==> src/rtl/multicycle_control_if.sv <==
// Bundle between the multi-cycle sequencer and the memory/datapath side.
// The sequencer takes the master side; memory and datapath take the slave side.
interface multicycle_control_if #(
  parameter int CNT_W = 32
);
  logic [10:0]      opcode_Instr;
  logic             zero, negative, overflow, carry_out;
  logic             mem_ack;
  logic             mem_req, IorD, IRWrite, Reg2Loc;
  logic [1:0]       ALUSrc, MemtoReg;
  logic [2:0]       ALUOp_bits;
  logic             MemRead, MemWrite, RegWrite;
  logic             Branch, UncondBr, PCWrite;
  logic [3:0]       flags;
  logic             trap, trap_cause;
  logic [CNT_W-1:0] retired;

  modport master (
    input  opcode_Instr, zero, negative, overflow, carry_out, mem_ack,
    output mem_req, IorD, IRWrite, Reg2Loc, ALUSrc, MemtoReg, ALUOp_bits,
           MemRead, MemWrite, RegWrite, Branch, UncondBr, PCWrite,
           flags, trap, trap_cause, retired
  );
  modport slave (
    output opcode_Instr, zero, negative, overflow, carry_out, mem_ack,
    input  mem_req, IorD, IRWrite, Reg2Loc, ALUSrc, MemtoReg, ALUOp_bits,
           MemRead, MemWrite, RegWrite, Branch, UncondBr, PCWrite,
           flags, trap, trap_cause, retired
  );
endinterface

==> src/rtl/multicycle_control.sv <==
// LEGv8-subset multi-cycle sequencer: FETCH/DECODE/EXEC/MULW/MEM/WB with mem
// handshake timeout, NZVC flag register, sticky trap and retired counter.
module multicycle_control #(
  parameter int MUL_LATENCY = 4,
  parameter int MEM_TIMEOUT = 16,
  parameter int CNT_W       = 32
) (
  input  logic                 clk,
  input  logic                 reset,
  multicycle_control_if.master bus
);
  localparam int TW = $clog2(MEM_TIMEOUT);
  localparam int MW = (MUL_LATENCY > 1) ? $clog2(MUL_LATENCY) : 1;

  typedef enum logic [2:0] {FETCH, DECODE, EXEC, MULW, MEM, WB, TRAP} state_e;
  typedef enum logic [3:0] {
    I_NONE, I_B, I_BLT, I_CBZ, I_ADDI, I_ADDS, I_SUBS,
    I_LDUR, I_STUR, I_LSL, I_LSR, I_MUL
  } instr_e;

  typedef struct packed {
    logic       mem_req, IorD, IRWrite, Reg2Loc;
    logic [1:0] ALUSrc, MemtoReg;
    logic [2:0] ALUOp;
    logic       MemRead, MemWrite, RegWrite, Branch, UncondBr, PCWrite;
  } ctl_t;

  state_e           state_q;
  logic [10:0]      op_q;
  logic [3:0]       flags_q;
  logic             trap_q, cause_q;
  logic [CNT_W-1:0] retired_q;
  logic [TW-1:0]    tmo_q;
  logic [MW-1:0]    mul_q;
  instr_e           cls;
  ctl_t             ctl_c, ctl_o;

  always_comb begin
    cls = I_NONE;
    casez (op_q)
      11'b000101?????: cls = I_B;
      11'b01010100???: cls = I_BLT;
      11'b10110100???: cls = I_CBZ;
      11'b1001000100?: cls = I_ADDI;
      11'b10101011000: cls = I_ADDS;
      11'b11101011000: cls = I_SUBS;
      11'b11111000010: cls = I_LDUR;
      11'b11111000000: cls = I_STUR;
      11'b11010011011: cls = I_LSL;
      11'b11010011010: cls = I_LSR;
      11'b10011011000: cls = I_MUL;
      default:         cls = I_NONE;
    endcase
  end

  always_comb begin
    ctl_c = '0;
    // Operand selects stay put from EXEC through WB so the ALU result is stable.
    if (state_q inside {EXEC, MULW, MEM, WB}) begin
      case (cls)
        I_ADDI:         begin ctl_c.ALUSrc = 2'b10; ctl_c.ALUOp = 3'b010; end
        I_ADDS:         begin ctl_c.Reg2Loc = 1'b1; ctl_c.ALUOp = 3'b010; end
        I_SUBS:         begin ctl_c.Reg2Loc = 1'b1; ctl_c.ALUOp = 3'b011; end
        I_LDUR, I_STUR: begin ctl_c.ALUSrc = 2'b01; ctl_c.ALUOp = 3'b010; end
        I_MUL:          ctl_c.Reg2Loc = 1'b1;
        default:        ;
      endcase
    end
    case (state_q)
      FETCH: begin
        ctl_c.mem_req = 1'b1;
        ctl_c.MemRead = 1'b1;
        ctl_c.IRWrite = bus.mem_ack;
      end
      DECODE: if (cls == I_B) begin
        ctl_c.Branch = 1'b1; ctl_c.UncondBr = 1'b1; ctl_c.PCWrite = 1'b1;
      end
      EXEC: begin
        if (cls == I_CBZ) begin
          ctl_c.Branch = bus.zero; ctl_c.PCWrite = 1'b1;
        end else if (cls == I_BLT) begin
          ctl_c.Branch = flags_q[3] ^ flags_q[0]; ctl_c.PCWrite = 1'b1;
        end
      end
      MEM: begin
        ctl_c.mem_req  = 1'b1;
        ctl_c.IorD     = 1'b1;
        ctl_c.MemRead  = (cls == I_LDUR);
        ctl_c.MemWrite = (cls == I_STUR);
        ctl_c.PCWrite  = (cls == I_STUR) && bus.mem_ack;
      end
      WB: begin
        ctl_c.RegWrite = 1'b1;
        ctl_c.PCWrite  = 1'b1;
        case (cls)
          I_LDUR:        ctl_c.MemtoReg = 2'b01;
          I_LSL, I_LSR:  ctl_c.MemtoReg = 2'b10;
          I_MUL:         ctl_c.MemtoReg = 2'b11;
          default:       ctl_c.MemtoReg = 2'b00;
        endcase
      end
      default: ;
    endcase
  end

  always_ff @(posedge clk) begin
    if (reset) begin
      state_q   <= FETCH;
      op_q      <= '0;
      flags_q   <= '0;
      trap_q    <= 1'b0;
      cause_q   <= 1'b0;
      retired_q <= '0;
      tmo_q     <= '0;
      mul_q     <= '0;
    end else begin
      tmo_q <= '0;
      if (ctl_c.PCWrite) retired_q <= retired_q + 1'b1;
      case (state_q)
        FETCH, MEM: begin
          if (bus.mem_ack) begin
            if (state_q == FETCH) begin
              op_q    <= bus.opcode_Instr;
              state_q <= DECODE;
            end else begin
              state_q <= (cls == I_LDUR) ? WB : FETCH;
            end
          end else if (tmo_q == TW'(MEM_TIMEOUT - 1)) begin
            state_q <= TRAP;
            trap_q  <= 1'b1;
            cause_q <= 1'b1;
          end else begin
            tmo_q <= tmo_q + 1'b1;
          end
        end
        DECODE: begin
          if (cls == I_B) state_q <= FETCH;
          else if (cls == I_NONE) begin
            state_q <= TRAP;
            trap_q  <= 1'b1;
            cause_q <= 1'b0;
          end else state_q <= EXEC;
        end
        EXEC: begin
          case (cls)
            I_ADDS, I_SUBS: begin
              flags_q <= {bus.negative, bus.zero, bus.carry_out, bus.overflow};
              state_q <= WB;
            end
            I_ADDI, I_LSL, I_LSR: state_q <= WB;
            I_LDUR, I_STUR:       state_q <= MEM;
            I_MUL: begin
              mul_q   <= MW'(MUL_LATENCY - 1);
              state_q <= (MUL_LATENCY == 1) ? WB : MULW;
            end
            default: state_q <= FETCH;
          endcase
        end
        MULW: begin
          // Transition on the last decrement so EXEC+MULW spans MUL_LATENCY cycles.
          mul_q <= mul_q - 1'b1;
          if (mul_q == MW'(1)) state_q <= WB;
        end
        WB:      state_q <= FETCH;
        TRAP:    state_q <= TRAP;
        default: state_q <= FETCH;
      endcase
    end
  end

  assign ctl_o = reset ? '0 : ctl_c;

  assign bus.mem_req    = ctl_o.mem_req;
  assign bus.IorD       = ctl_o.IorD;
  assign bus.IRWrite    = ctl_o.IRWrite;
  assign bus.Reg2Loc    = ctl_o.Reg2Loc;
  assign bus.ALUSrc     = ctl_o.ALUSrc;
  assign bus.MemtoReg   = ctl_o.MemtoReg;
  assign bus.ALUOp_bits = ctl_o.ALUOp;
  assign bus.MemRead    = ctl_o.MemRead;
  assign bus.MemWrite   = ctl_o.MemWrite;
  assign bus.RegWrite   = ctl_o.RegWrite;
  assign bus.Branch     = ctl_o.Branch;
  assign bus.UncondBr   = ctl_o.UncondBr;
  assign bus.PCWrite    = ctl_o.PCWrite;
  assign bus.flags      = reset ? 4'b0 : flags_q;
  assign bus.trap       = reset ? 1'b0 : trap_q;
  assign bus.trap_cause = reset ? 1'b0 : cause_q;
  assign bus.retired    = reset ? '0 : retired_q;
endmodule

==> src/flat_wrapper.sv <==
// flat-port wrapper written by rule: the top's interface ports become plain ports
module multicycle_control_flat 
#(
  parameter int MUL_LATENCY = 4,
  parameter int MEM_TIMEOUT = 16,
  parameter int CNT_W       = 32
)
  (clk, reset, bus_opcode_Instr, bus_zero, bus_negative, bus_overflow, bus_carry_out, bus_mem_ack, bus_mem_req, bus_IorD, bus_IRWrite, bus_Reg2Loc, bus_ALUSrc, bus_MemtoReg, bus_ALUOp_bits, bus_MemRead, bus_MemWrite, bus_RegWrite, bus_Branch, bus_UncondBr, bus_PCWrite, bus_flags, bus_trap, bus_trap_cause, bus_retired);
  multicycle_control_if #(.CNT_W(CNT_W)) bus_i ();
  input  logic clk;
  input  logic reset;
  input wire logic [$bits(bus_i.opcode_Instr)-1:0] bus_opcode_Instr;
  input wire logic [$bits(bus_i.zero)-1:0] bus_zero;
  input wire logic [$bits(bus_i.negative)-1:0] bus_negative;
  input wire logic [$bits(bus_i.overflow)-1:0] bus_overflow;
  input wire logic [$bits(bus_i.carry_out)-1:0] bus_carry_out;
  input wire logic [$bits(bus_i.mem_ack)-1:0] bus_mem_ack;
  output wire logic [$bits(bus_i.mem_req)-1:0] bus_mem_req;
  output wire logic [$bits(bus_i.IorD)-1:0] bus_IorD;
  output wire logic [$bits(bus_i.IRWrite)-1:0] bus_IRWrite;
  output wire logic [$bits(bus_i.Reg2Loc)-1:0] bus_Reg2Loc;
  output wire logic [$bits(bus_i.ALUSrc)-1:0] bus_ALUSrc;
  output wire logic [$bits(bus_i.MemtoReg)-1:0] bus_MemtoReg;
  output wire logic [$bits(bus_i.ALUOp_bits)-1:0] bus_ALUOp_bits;
  output wire logic [$bits(bus_i.MemRead)-1:0] bus_MemRead;
  output wire logic [$bits(bus_i.MemWrite)-1:0] bus_MemWrite;
  output wire logic [$bits(bus_i.RegWrite)-1:0] bus_RegWrite;
  output wire logic [$bits(bus_i.Branch)-1:0] bus_Branch;
  output wire logic [$bits(bus_i.UncondBr)-1:0] bus_UncondBr;
  output wire logic [$bits(bus_i.PCWrite)-1:0] bus_PCWrite;
  output wire logic [$bits(bus_i.flags)-1:0] bus_flags;
  output wire logic [$bits(bus_i.trap)-1:0] bus_trap;
  output wire logic [$bits(bus_i.trap_cause)-1:0] bus_trap_cause;
  output wire logic [$bits(bus_i.retired)-1:0] bus_retired;
  assign bus_i.opcode_Instr = bus_opcode_Instr;
  assign bus_i.zero = bus_zero;
  assign bus_i.negative = bus_negative;
  assign bus_i.overflow = bus_overflow;
  assign bus_i.carry_out = bus_carry_out;
  assign bus_i.mem_ack = bus_mem_ack;
  assign bus_mem_req = bus_i.mem_req;
  assign bus_IorD = bus_i.IorD;
  assign bus_IRWrite = bus_i.IRWrite;
  assign bus_Reg2Loc = bus_i.Reg2Loc;
  assign bus_ALUSrc = bus_i.ALUSrc;
  assign bus_MemtoReg = bus_i.MemtoReg;
  assign bus_ALUOp_bits = bus_i.ALUOp_bits;
  assign bus_MemRead = bus_i.MemRead;
  assign bus_MemWrite = bus_i.MemWrite;
  assign bus_RegWrite = bus_i.RegWrite;
  assign bus_Branch = bus_i.Branch;
  assign bus_UncondBr = bus_i.UncondBr;
  assign bus_PCWrite = bus_i.PCWrite;
  assign bus_flags = bus_i.flags;
  assign bus_trap = bus_i.trap;
  assign bus_trap_cause = bus_i.trap_cause;
  assign bus_retired = bus_i.retired;
  multicycle_control #(.MUL_LATENCY(MUL_LATENCY), .MEM_TIMEOUT(MEM_TIMEOUT), .CNT_W(CNT_W)) u_core (.clk(clk), .reset(reset), .bus(bus_i));
endmodule
==> config.mk <==
export PLATFORM = sky130hd
export DESIGN_NAME = multicycle_control_flat
export DESIGN_NICKNAME = d
export VERILOG_FILES = /design/src/rtl/multicycle_control_if.sv /design/src/rtl/multicycle_control.sv /design/src/flat_wrapper.sv
export SDC_FILE = /design/constraint.sdc
export NUM_CORES = 1
export LEC_CHECK = 0
export CORE_ASPECT_RATIO = 1.5
export CORE_MARGIN = 2
export CORE_UTILIZATION = 58
export CTS_BUF_LIST = sky130_fd_sc_hd__clkbuf_8
export CTS_CLUSTER_SIZE = 16
export DETAILED_ROUTE_END_ITERATION = 8
export PLACE_DENSITY = 0.86
export SLEW_MARGIN = 20
export SYNTH_ARGS = -nofsm -noshare
export SYNTH_HDL_FRONTEND = slang
export SYNTH_SLANG_ARGS = --single-unit
==> constraint.sdc <==
create_clock -name clk -period 10.8 [get_ports clk]
set_clock_uncertainty 0.1 [all_clocks]
set_input_delay 3.24 -clock clk [delete_from_list [all_inputs] [get_ports clk]]
set_output_delay 3.24 -clock clk [all_outputs]
set_load 0.1 [all_outputs]
Yosys cells after proc, flatten, opt, wreduce, memory -nomap -nowiden
Cells that the tools add are included.
{"block": "totals", "output_inout_bits": 55, "reg_bits": 58}
{"block": "op_classes", "add_sub_neg": 3, "reduce_logical": 19, "n_bitwise": 2, "eq_ne": 37, "muxes": 46}
{"operator": "11-bit equality test (second input constant)", "count": 7}
{"operator": "4-bit case mux with 11 select lines", "count": 1}
{"operator": "32-bit by 1-bit adder with 32-bit output (second input constant)", "count": 1}
{"operator": "32-bit 2-to-1 mux", "count": 1}
{"operator": "3-bit 2-to-1 mux", "count": 10}
{"operator": "4-bit equality test (second input constant)", "count": 5}
{"operator": "1-bit 2-to-1 mux", "count": 19}
{"operator": "17-bit 2-to-1 mux", "count": 1}
{"operator": "4-bit by 3-bit equality test with 1-bit output (second input constant)", "count": 4}
{"operator": "3-bit case mux with 5 select lines", "count": 1}
{"operator": "2-bit case mux with 2 select lines", "count": 3}
{"operator": "10-bit equality test (second input constant)", "count": 1}
{"operator": "3-bit equality test (second input constant)", "count": 3}
{"operator": "3-bit case mux with 3 select lines", "count": 1}
{"operator": "4-bit by 2-bit equality test with 1-bit output (second input constant)", "count": 2}
{"operator": "8-bit by 7-bit equality test with 1-bit output (second input constant)", "count": 1}
{"operator": "8-bit equality test (second input constant)", "count": 1}
{"operator": "2-bit inequality test (second input constant)", "count": 4}
{"operator": "1-bit case mux with 2 select lines", "count": 4}
{"operator": "2-bit OR reduction", "count": 4}
{"operator": "4-bit OR reduction", "count": 2}
{"operator": "3-bit by 2-bit equality test with 1-bit output (second input constant)", "count": 2}
{"operator": "6-bit by 3-bit equality test with 1-bit output (second input constant)", "count": 1}
{"operator": "2-bit case mux with 3 select lines", "count": 1}
{"operator": "other kinds (22)", "count": 27}

Depth between registers and ports, before layout
Gate-level depths: netlist of run 1.
{"block": "logic_depth", "depth_word": 7, "mapped_depth": 17, "ltp_nobuf": 13}

Worst setup path before layout of run 1
Ideal clock, no wire load.
{"block": "synth_timing", "path_kind": "in2out", "startpoint": "in reset", "endpoint": "out bus_MemWrite", "path_slack_ns": -0.458, "path_buffers": 1, "path_stages": 4, "arrival_ns": 7.918, "t_required_ns": 7.460, "path_cell_list": "clkbuf_1 > nor3_1 > and2_1 > nor2b_1"}
{"block": "synth_between", "elab_chain_cells": 1}
{"element": "from (decl)", "line_no": "flat_wrapper.sv:11", "source": "input logic reset;"}
{"element": "17-bit 2-to-1 mux", "line_no": "multicycle_control.sv:171", "source": "assign ctl_o = reset ? '0 : ctl_c;"}
{"element": "to (decl)", "line_no": "flat_wrapper.sv:26", "source": "output wire logic [$bits(bus_i.MemWrite)-1:0] bus_MemWrite;"}
No other way between the ends.

Final worst setup path of run 1
{"block": "layout_timing", "startpoint": "in bus_mem_ack", "endpoint": "out bus_IRWrite"}
{"block": "layout_between", "elab_chain_cells": 2}
{"element": "from (decl)", "line_no": "flat_wrapper.sv:17", "source": "input wire logic [$bits(bus_i.mem_ack)-1:0] bus_mem_ack;"}
{"element": "1-bit 2-to-1 mux", "line_no": "multicycle_control.sv:69", "source": "case (state_q)"}
{"element": "17-bit 2-to-1 mux", "line_no": "multicycle_control.sv:171"}
{"element": "to (decl)", "line_no": "flat_wrapper.sv:20", "source": "output wire logic [$bits(bus_i.IRWrite)-1:0] bus_IRWrite;"}
No other way between the ends.

==> results of run 1 <==
[critical path, cell delays in order]
cell and delay (ns):
sky130_fd_sc_hd__clkdlybuf4s50_1 0.53, sky130_fd_sc_hd__nor3b_1 0.41, sky130_fd_sc_hd__nand2_1 0.35, sky130_fd_sc_hd__nor2_1 0.18, sky130_fd_sc_hd__clkdlybuf4s50_1 1.15
[where the power goes]
part,switching (W),internal (W),leakage [nW]
Sequential,0.0000129,0.000221,0.469
Clock,0.0000927,0.0000872,0.0892
Combinational,0.0000531,0.0000264,1.08
Total,0.000159,0.000335,1.64
[registers in the layout, summed over array words and instances, names as in the netlist]
register          cells
u_core.cause_q        1
u_core.flags_q        4
u_core.mul_q          2
u_core.op_q          11
u_core.retired_q     32
u_core.state_q        3
u_core.tmo_q          4
u_core.trap_q         1
[synthesized netlist by cell type (3+ instances only)]
| cell | number |
|---|---|
| sky130_fd_sc_hd__nand2_1 | 59 |
| sky130_fd_sc_hd__dfxtp_1 | 58 |
| sky130_fd_sc_hd__nor2_1 | 56 |
| sky130_fd_sc_hd__nor2b_1 | 32 |
| sky130_fd_sc_hd__a21oi_1 | 28 |
| sky130_fd_sc_hd__nand4_1 | 21 |
| sky130_fd_sc_hd__clkbuf_1 | 19 |
| sky130_fd_sc_hd__inv_1 | 17 |
| sky130_fd_sc_hd__nand3_1 | 16 |
| sky130_fd_sc_hd__mux2_2 | 13 |
| sky130_fd_sc_hd__nor3_1 | 13 |
| sky130_fd_sc_hd__nor4_1 | 10 |
| sky130_fd_sc_hd__o21ai_0 | 9 |
| sky130_fd_sc_hd__xnor2_1 | 9 |
| sky130_fd_sc_hd__and3_1 | 7 |
| sky130_fd_sc_hd__ha_1 | 7 |
| sky130_fd_sc_hd__a211oi_1 | 6 |
| sky130_fd_sc_hd__and2_1 | 5 |
| sky130_fd_sc_hd__mux2i_1 | 5 |
| sky130_fd_sc_hd__or4_1 | 5 |
| sky130_fd_sc_hd__and4_1 | 4 |
| sky130_fd_sc_hd__buf_6 | 4 |
| sky130_fd_sc_hd__mux2_1 | 4 |
| sky130_fd_sc_hd__nor3b_1 | 4 |
| sky130_fd_sc_hd__a21boi_0 | 3 |
| sky130_fd_sc_hd__a31o_2 | 3 |
| sky130_fd_sc_hd__a31oi_1 | 3 |
| sky130_fd_sc_hd__nand2b_1 | 3 |
| sky130_fd_sc_hd__or2_2 | 3 |
[per-stage QoR]
step	cell area, um^2	instances
global placement	4312	588
detailed placement	4312	588
CTS	4483	604
global route	4483	604
finish	4483	604
floorplan	3650	470
[layout by cell type (no fill, tap or decap), types with 3 or more instances in the layout]
| cell type | n |
|---|---|
| sky130_fd_sc_hd__or2_2 | 3 |
| sky130_fd_sc_hd__mux2_2 | 13 |
| sky130_fd_sc_hd__nor2_1 | 56 |
| sky130_fd_sc_hd__a31o_2 | 3 |
| sky130_fd_sc_hd__clkbuf_8 | 10 |
| sky130_fd_sc_hd__nor3_1 | 12 |
| sky130_fd_sc_hd__clkinv_2 | 3 |
| sky130_fd_sc_hd__o21ai_0 | 9 |
| sky130_fd_sc_hd__nand4_1 | 21 |
| sky130_fd_sc_hd__and3_1 | 7 |
| sky130_fd_sc_hd__clkdlybuf4s50_1 | 69 |
| sky130_fd_sc_hd__and4_1 | 4 |
| sky130_fd_sc_hd__mux2i_1 | 5 |
| sky130_fd_sc_hd__and2_1 | 5 |
| sky130_fd_sc_hd__or4_1 | 5 |
| sky130_fd_sc_hd__nor2b_1 | 32 |
| sky130_fd_sc_hd__inv_1 | 18 |
| sky130_fd_sc_hd__mux2_1 | 4 |
| sky130_fd_sc_hd__nand2b_1 | 3 |
| sky130_fd_sc_hd__dfxtp_1 | 58 |
| sky130_fd_sc_hd__a21oi_1 | 28 |
| sky130_fd_sc_hd__nand2_1 | 59 |
| sky130_fd_sc_hd__a21boi_0 | 3 |
| sky130_fd_sc_hd__nor4_1 | 10 |
| sky130_fd_sc_hd__nor3b_1 | 4 |
| sky130_fd_sc_hd__nand3_1 | 16 |
| sky130_fd_sc_hd__a31oi_1 | 3 |
| sky130_fd_sc_hd__ha_1 | 7 |
| sky130_fd_sc_hd__xnor2_1 | 9 |
| sky130_fd_sc_hd__a211oi_1 | 6 |
[worst min-delay path by stage]
stage / startpoint / to / slack, ns / depth (start not counted)
floorplan: u_core.tmo_q[0] / u_core.tmo_q[0] / 0.32 / 1
global placement: u_core.tmo_q[0] / u_core.tmo_q[0] / 0.33 / 1
detailed placement: u_core.tmo_q[0] / u_core.tmo_q[0] / 0.34 / 1
CTS: u_core.tmo_q[0] / u_core.tmo_q[0] / 0.36 / 1
global route: u_core.tmo_q[0] / u_core.tmo_q[0] / 0.38 / 1
finish: u_core.tmo_q[0] / u_core.tmo_q[0] / 0.36 / 1
[area by class of cell]
class / count / area (um^2) / share of cell area
clock buffer: 10 / 137.6 / 0.03070
multi-input combinational: 367 / 2283 / 0.5093
inverter: 17 / 63.81 / 0.01423
clock inverter: 6 / 33.78 / 0.007536
sequential: 58 / 1161 / 0.2590
tap: 74 / 92.59 / 0.02065
timing repair buffer: 72 / 710.7 / 0.1585
[per-layer routing]
layer,global-route usage,wire [um],up-vias
met4,0.1569,359,0
li1,-,-,1779
met2,0.5318,5164,148
met5,0,0,-
met1,0.3123,3523,1700
met3,0.06369,465,34
[kinds of logic after synthesis]
family	Yosys count
compound gates	70
xor+xnor	10
fa+ha+maj	7
buf+inv	45
flops	58
mux	22
other cells	1
simple gates	257
==> summary.txt, run 1 <==
DRC violations left - 0
worst-skew pair later-pin latency - 0.36 ns
top cell type by total area after synthesis - sky130_fd_sc_hd__dfxtp_1
number of global-route vias before repair - 3437
Tightest Hold Check Type - flop to flop
number of buffers added for setup after CTS - 0
worst-case hold slack - 0.3562 ns
Worst R2R End - u_core.retired_q[16]
sequential element share of the synthesized area - 0.3186
Post-Synthesis Net Count - 495
final count of negative-setup-slack endpoints - 0
unrepaired setup endpoints after global routing - no
pin count of the biggest net entering global routing - 78
maximum fanout along the worst path - 12
unique cell type count in the Yosys netlist - 64
Die X - 68.73 um
core region area - 0.006131 mm^2
leak pwr - 1.637 nW
shortest clock period the worst path allows after layout - 9.187 ns
initial antenna violation count - 0
GRT Resource Usage Total - 0.2974
kind of critical path - input pin to output pin
first-pass GRT wire length - 15680 um
number of clock sinks - 58
setup slack of the most critical reg-to-reg path - 6.78 ns
commonest register cell after synthesis - sky130_fd_sc_hd__dfxtp_1
Post-Syn Area - 0.003645 mm^2
cts-stage hold buffer count - 0
number of vias per cell - 6.061
number of standard cells after synthesis - 470
gp weighted congestion - 0.8954
final-report hold violation count - 0
path depth of the worst reg2reg path - 13
dominant combinational cell family by area after synthesis - simple AND/OR/NAND/NOR gates
headroom to the max-slew limit - 0.3276
total via count in the routed design - 3661
antenna-violating nets left - 0
pre-CTS WS - 1.605 ns
full die area - 0.006947 mm^2
Fmax - 108.9 MHz
die height - 101.1 um
root buffer cell - sky130_fd_sc_hd__clkbuf_8
post-synthesis share of cell area spent on xor and xnor gates - 0.02403
H-tree levels - 3
Ys Warns - 0
Initial DRC Count - 277
simple-gate share of the synthesized area - 0.3786
final worst-path cycle share - 0.8506
kind of start point of the critical path - input pin
worst path required time - 7.46 ns
total power - 0.0004933 W
Pwr Density - 110.0 mW/mm^2
end point of the critical path - bus_IRWrite
post-synthesis sequential element count - 58
area added between synthesis and finish - 23.00%
fin nets - 550
boundary pin count - 73
routed len/inst - 15.75 um
Row Count - 35
total wire length after detailed routing - 9512 um
worst-margin pin slew - 1.005 ns
maximum ir drop on the vdd rail - 0.00007964 V
data arrival time of the critical path - 5.85 ns
Slew Limit Fails - 0
count of cells resized by post-cts repair - 0
clock tree from TritonCTS - done
residual overflow from global routing - 0
max-cap check violation count - 0
Num CTS Buffers - 9
share of flip-flops with an asynchronous set or reset after synthesis - 0
area share of fa/ha/maj cells after synthesis - 0.02403
total negative slack - 0 ns
crit end category - output pin
result of the run - complete, no violations
count of fill cells added during filler insertion - 501
setup slack after layout - 1.613 ns
fraction of synthesized area in multiplexers - 0.06625
Initial DRT Pass Iterations - 5
startpoint of the lowest-slack register-to-register path - u_core.op_q[7]
clock transition at the register clock pins on the worst setup and hold paths after CTS - 0.07 ns
leading cell types by total area after synthesis - sky130_fd_sc_hd__dfxtp_1 32%, sky130_fd_sc_hd__nand2_1 6.1%, sky130_fd_sc_hd__nor2_1 5.8%
maximum number of buffers from clock root to sink - 2
placed wire-length estimate after detailed placement - 6969 um
Post-Route Utilization - 0.7312
EDFF count, synth - 0
post-synthesis compound-gate area fraction - 0.1311
Buffers on Ports - 71
fraction of synthesized cell area taken by the top area cell type - 0.3186
Post-Synthesis Mean Instance Area - 7.755 um^2
number of diodes added for antenna fixing - 0
starting utilization of the core area - 0.5945
launch point of the critical path - bus_mem_ack
proportion of layout cells with a drive suffix above 1 - 0.09057
Note: power is estimated with default switching activity, not from simulation.
==> run 2, diff against run 1 <==
--- a/config.mk
+++ b/config.mk
@@ -5,6 +5,7 @@
 export SDC_FILE = /design/constraint.sdc
 export NUM_CORES = 1
 export LEC_CHECK = 0
+export CAP_MARGIN = 20
 export CORE_ASPECT_RATIO = 1.5
 export CORE_MARGIN = 2
 export CORE_UTILIZATION = 58
==> results of run 2 <==
The final DEF is identical to that of run 1; final timing and power are the same.
==> run 3, diff against run 2 <==
--- a/config.mk
+++ b/config.mk
@@ -8,11 +8,11 @@
 export CAP_MARGIN = 20
 export CORE_ASPECT_RATIO = 1.5
 export CORE_MARGIN = 2
-export CORE_UTILIZATION = 58
+export CORE_UTILIZATION = 50
 export CTS_BUF_LIST = sky130_fd_sc_hd__clkbuf_8
 export CTS_CLUSTER_SIZE = 16
 export DETAILED_ROUTE_END_ITERATION = 8
-export PLACE_DENSITY = 0.86
+export PLACE_DENSITY = 0.76
 export SLEW_MARGIN = 20
 export SYNTH_ARGS = -nofsm -noshare
 export SYNTH_HDL_FRONTEND = slang
==> run 3 against run 2 <==
Net effect: first-iteration DRC count fell by 4.7%; via count shrank 1.0%; critical endpoint unchanged; wire length shrank 3.1%; setup slack improved by 0.052 ns; largest cell class unchanged; clock power rose by 6%; utilization down 9.9 points; power grew 1.9%; global-route usage decreased by 5.2 points; sequential power hardly changed; sequential share of layout area fell by 0.15 points; design area is 0.59% higher.
==> summary.txt, run 3 (synthesis gave the netlist of run 1 again) <==
pin count of the biggest net entering global routing - 79
number of diodes added for antenna fixing - 0
Die X - 73.71 um
startpoint of the lowest-slack register-to-register path - u_core.op_q[4]
hold wc startpoint - u_core.tmo_q[0]
initial antenna violation count - 0
Buffers on Ports - 71
number of buffers added for setup after CTS - 0
placed wire-length estimate after detailed placement - 6894 um
Tightest Hold Check Type - flop to flop
DRC violations left - 0
total via count in the routed design - 3623
total wire length after detailed routing - 9216 um
number of global-route vias before repair - 3403
highest-count cells in the layout ignoring fill and taps - 69 x sky130_fd_sc_hd__clkdlybuf4s50_1, 59 x sky130_fd_sc_hd__nand2_1, 58 x sky130_fd_sc_hd__dfxtp_1, 56 x sky130_fd_sc_hd__nor2_1, 32 x sky130_fd_sc_hd__nor2b_1
area of all placed cells without fillers - 0.004509 mm^2
die height - 108.6 um
core region area - 0.007132 mm^2
routed len/inst - 15.13 um
area of the multi-input gates - 0.002283 mm^2
headroom to the max-slew limit - 0.3416
Initial DRC Count - 264
proportion of layout cells with a drive suffix above 1 - 0.08885
Buffers & Inverters on Critical Path - 2
dominant delay contributor by cell family on the critical path - buffers and inverters
area of all sequential standard cells - 0.001161 mm^2
cts-stage hold buffer count - 0
ordered cell list for the critical path - clkdlybuf4s50_1 -> nor3b_1 -> nand2_1 -> nor2_1 -> clkdlybuf4s50_1
kind of start point of the critical path - input pin
GRT Resource Usage Total - 0.2451
maximum number of buffers from clock root to sink - 2
count of cells resized by post-cts repair - 0
clock tree from TritonCTS - done
number of vias per cell - 5.949
root buffer cell - sky130_fd_sc_hd__clkbuf_8
final count of negative-setup-slack endpoints - 0
worst-margin pin slew - 0.9846 ns
unrepaired setup endpoints after global routing - no
Num CTS Buffers - 9
number of clock sinks - 58
most common cell after layout, fill and taps aside - sky130_fd_sc_hd__clkdlybuf4s50_1
residual overflow from global routing - 0
maximum fanout along the worst path - 12
leak pwr - 1.647 nW
max-cap check violation count - 0
most frequent cell on the critical path - sky130_fd_sc_hd__clkdlybuf4s50_1
clock transition at the register clock pins on the worst setup and hold paths after CTS - 0.06 ns
post-place instance area - 0.004319 mm^2
crit end category - output pin
Initial DRT Pass Iterations - 5
result of the run - complete, no violations
first-pass GRT wire length - 15390 um
maximum ir drop on the vdd rail - 0.00007946 V
gp weighted congestion - 0.8854
worst path required time - 7.46 ns
starting utilization of the core area - 0.5111
count of fill cells added during filler insertion - 631
kind of critical path - input pin to output pin
final-report hold violation count - 0
registers with the highest flip-flop counts - u_core.retired_q x32, u_core.op_q x11
Row Count - 38
Slew Limit Fails - 0
delay contributed by the slowest stage of the critical path - 1.15 ns
full die area - 0.008002 mm^2
shortest clock period the worst path allows after layout - 9.135 ns
worst-skew pair later-pin latency - 0.34 ns
total negative slack - 0 ns
launch point of the critical path - bus_mem_ack
fin nets - 550
final worst-path cycle share - 0.8458
area added between synthesis and finish - 23.72%
H-tree levels - 3
Fmax - 109.5 MHz
boundary pin count - 73
master of the slowest instance on the critical path - sky130_fd_sc_hd__clkdlybuf4s50_1
data arrival time of the critical path - 5.80 ns
flip-flop count of the largest register, all copies and words added - 32
register containing the most flip-flops in the final layout - u_core.retired_q
antenna-violating nets left - 0
Pwr Density - 111.4 mW/mm^2
## run 3: cell type report
type                       instances  share of cell area
multi-input combinational        367              0.5064
tap                               80             0.02220
clock buffer                      13             0.03968
clock inverter                     2            0.002497
timing repair buffer              72              0.1576
sequential                        58              0.2575
inverter                          17             0.01415
## run 3: where the power goes
| part | leakage (nW) | internal, W | switching (W) | total [W] |
|---|---|---|---|---|
| clock | 0.0989 | 0.000106 | 0.0000835 | 0.000190 |
| combinational | 1.08 | 0.0000262 | 0.0000526 | 0.0000788 |
| sequential | 0.469 | 0.000221 | 0.0000129 | 0.000234 |
| total | 1.65 | 0.000354 | 0.000149 | 0.000502 |
## run 3: per-stage QoR
stage                     worst slack, ns  hold slack (ns)  instances  utilization  power (W)
after floorplan                    0.4876           0.3176        470            -  0.0002971
after global placement              1.640           0.3305        594       0.6056  0.0003145
after detailed placement            1.636           0.3499        594       0.6056  0.0003165
after CTS                           1.647           0.3613        609       0.6323  0.0005057
after global routing                1.519           0.3897        609       0.6323  0.0005249
final                               1.665           0.3520        609       0.6323  0.0005025
## run 3: path summary, 6_finish.rpt
path,end,slack (ns),cells after the start
setup / recovery,bus_IRWrite,1.66,5
hold / removal,u_core.tmo_q[0],0.35,1
setup reg to reg,u_core.retired_q[17],6.80,13
hold reg to reg,u_core.tmo_q[0],0.35,1
## run 3: routing by layer
layer / share of wire / vias to the layer above / global-route usage
met5: 0 / - / 0
met4: 0.036 / 0 / 0.1377
met3: 0.051 / 32 / 0.05405
met2: 0.53 / 129 / 0.4330
met1: 0.38 / 1685 / 0.2614
li1: - / 1777 / -
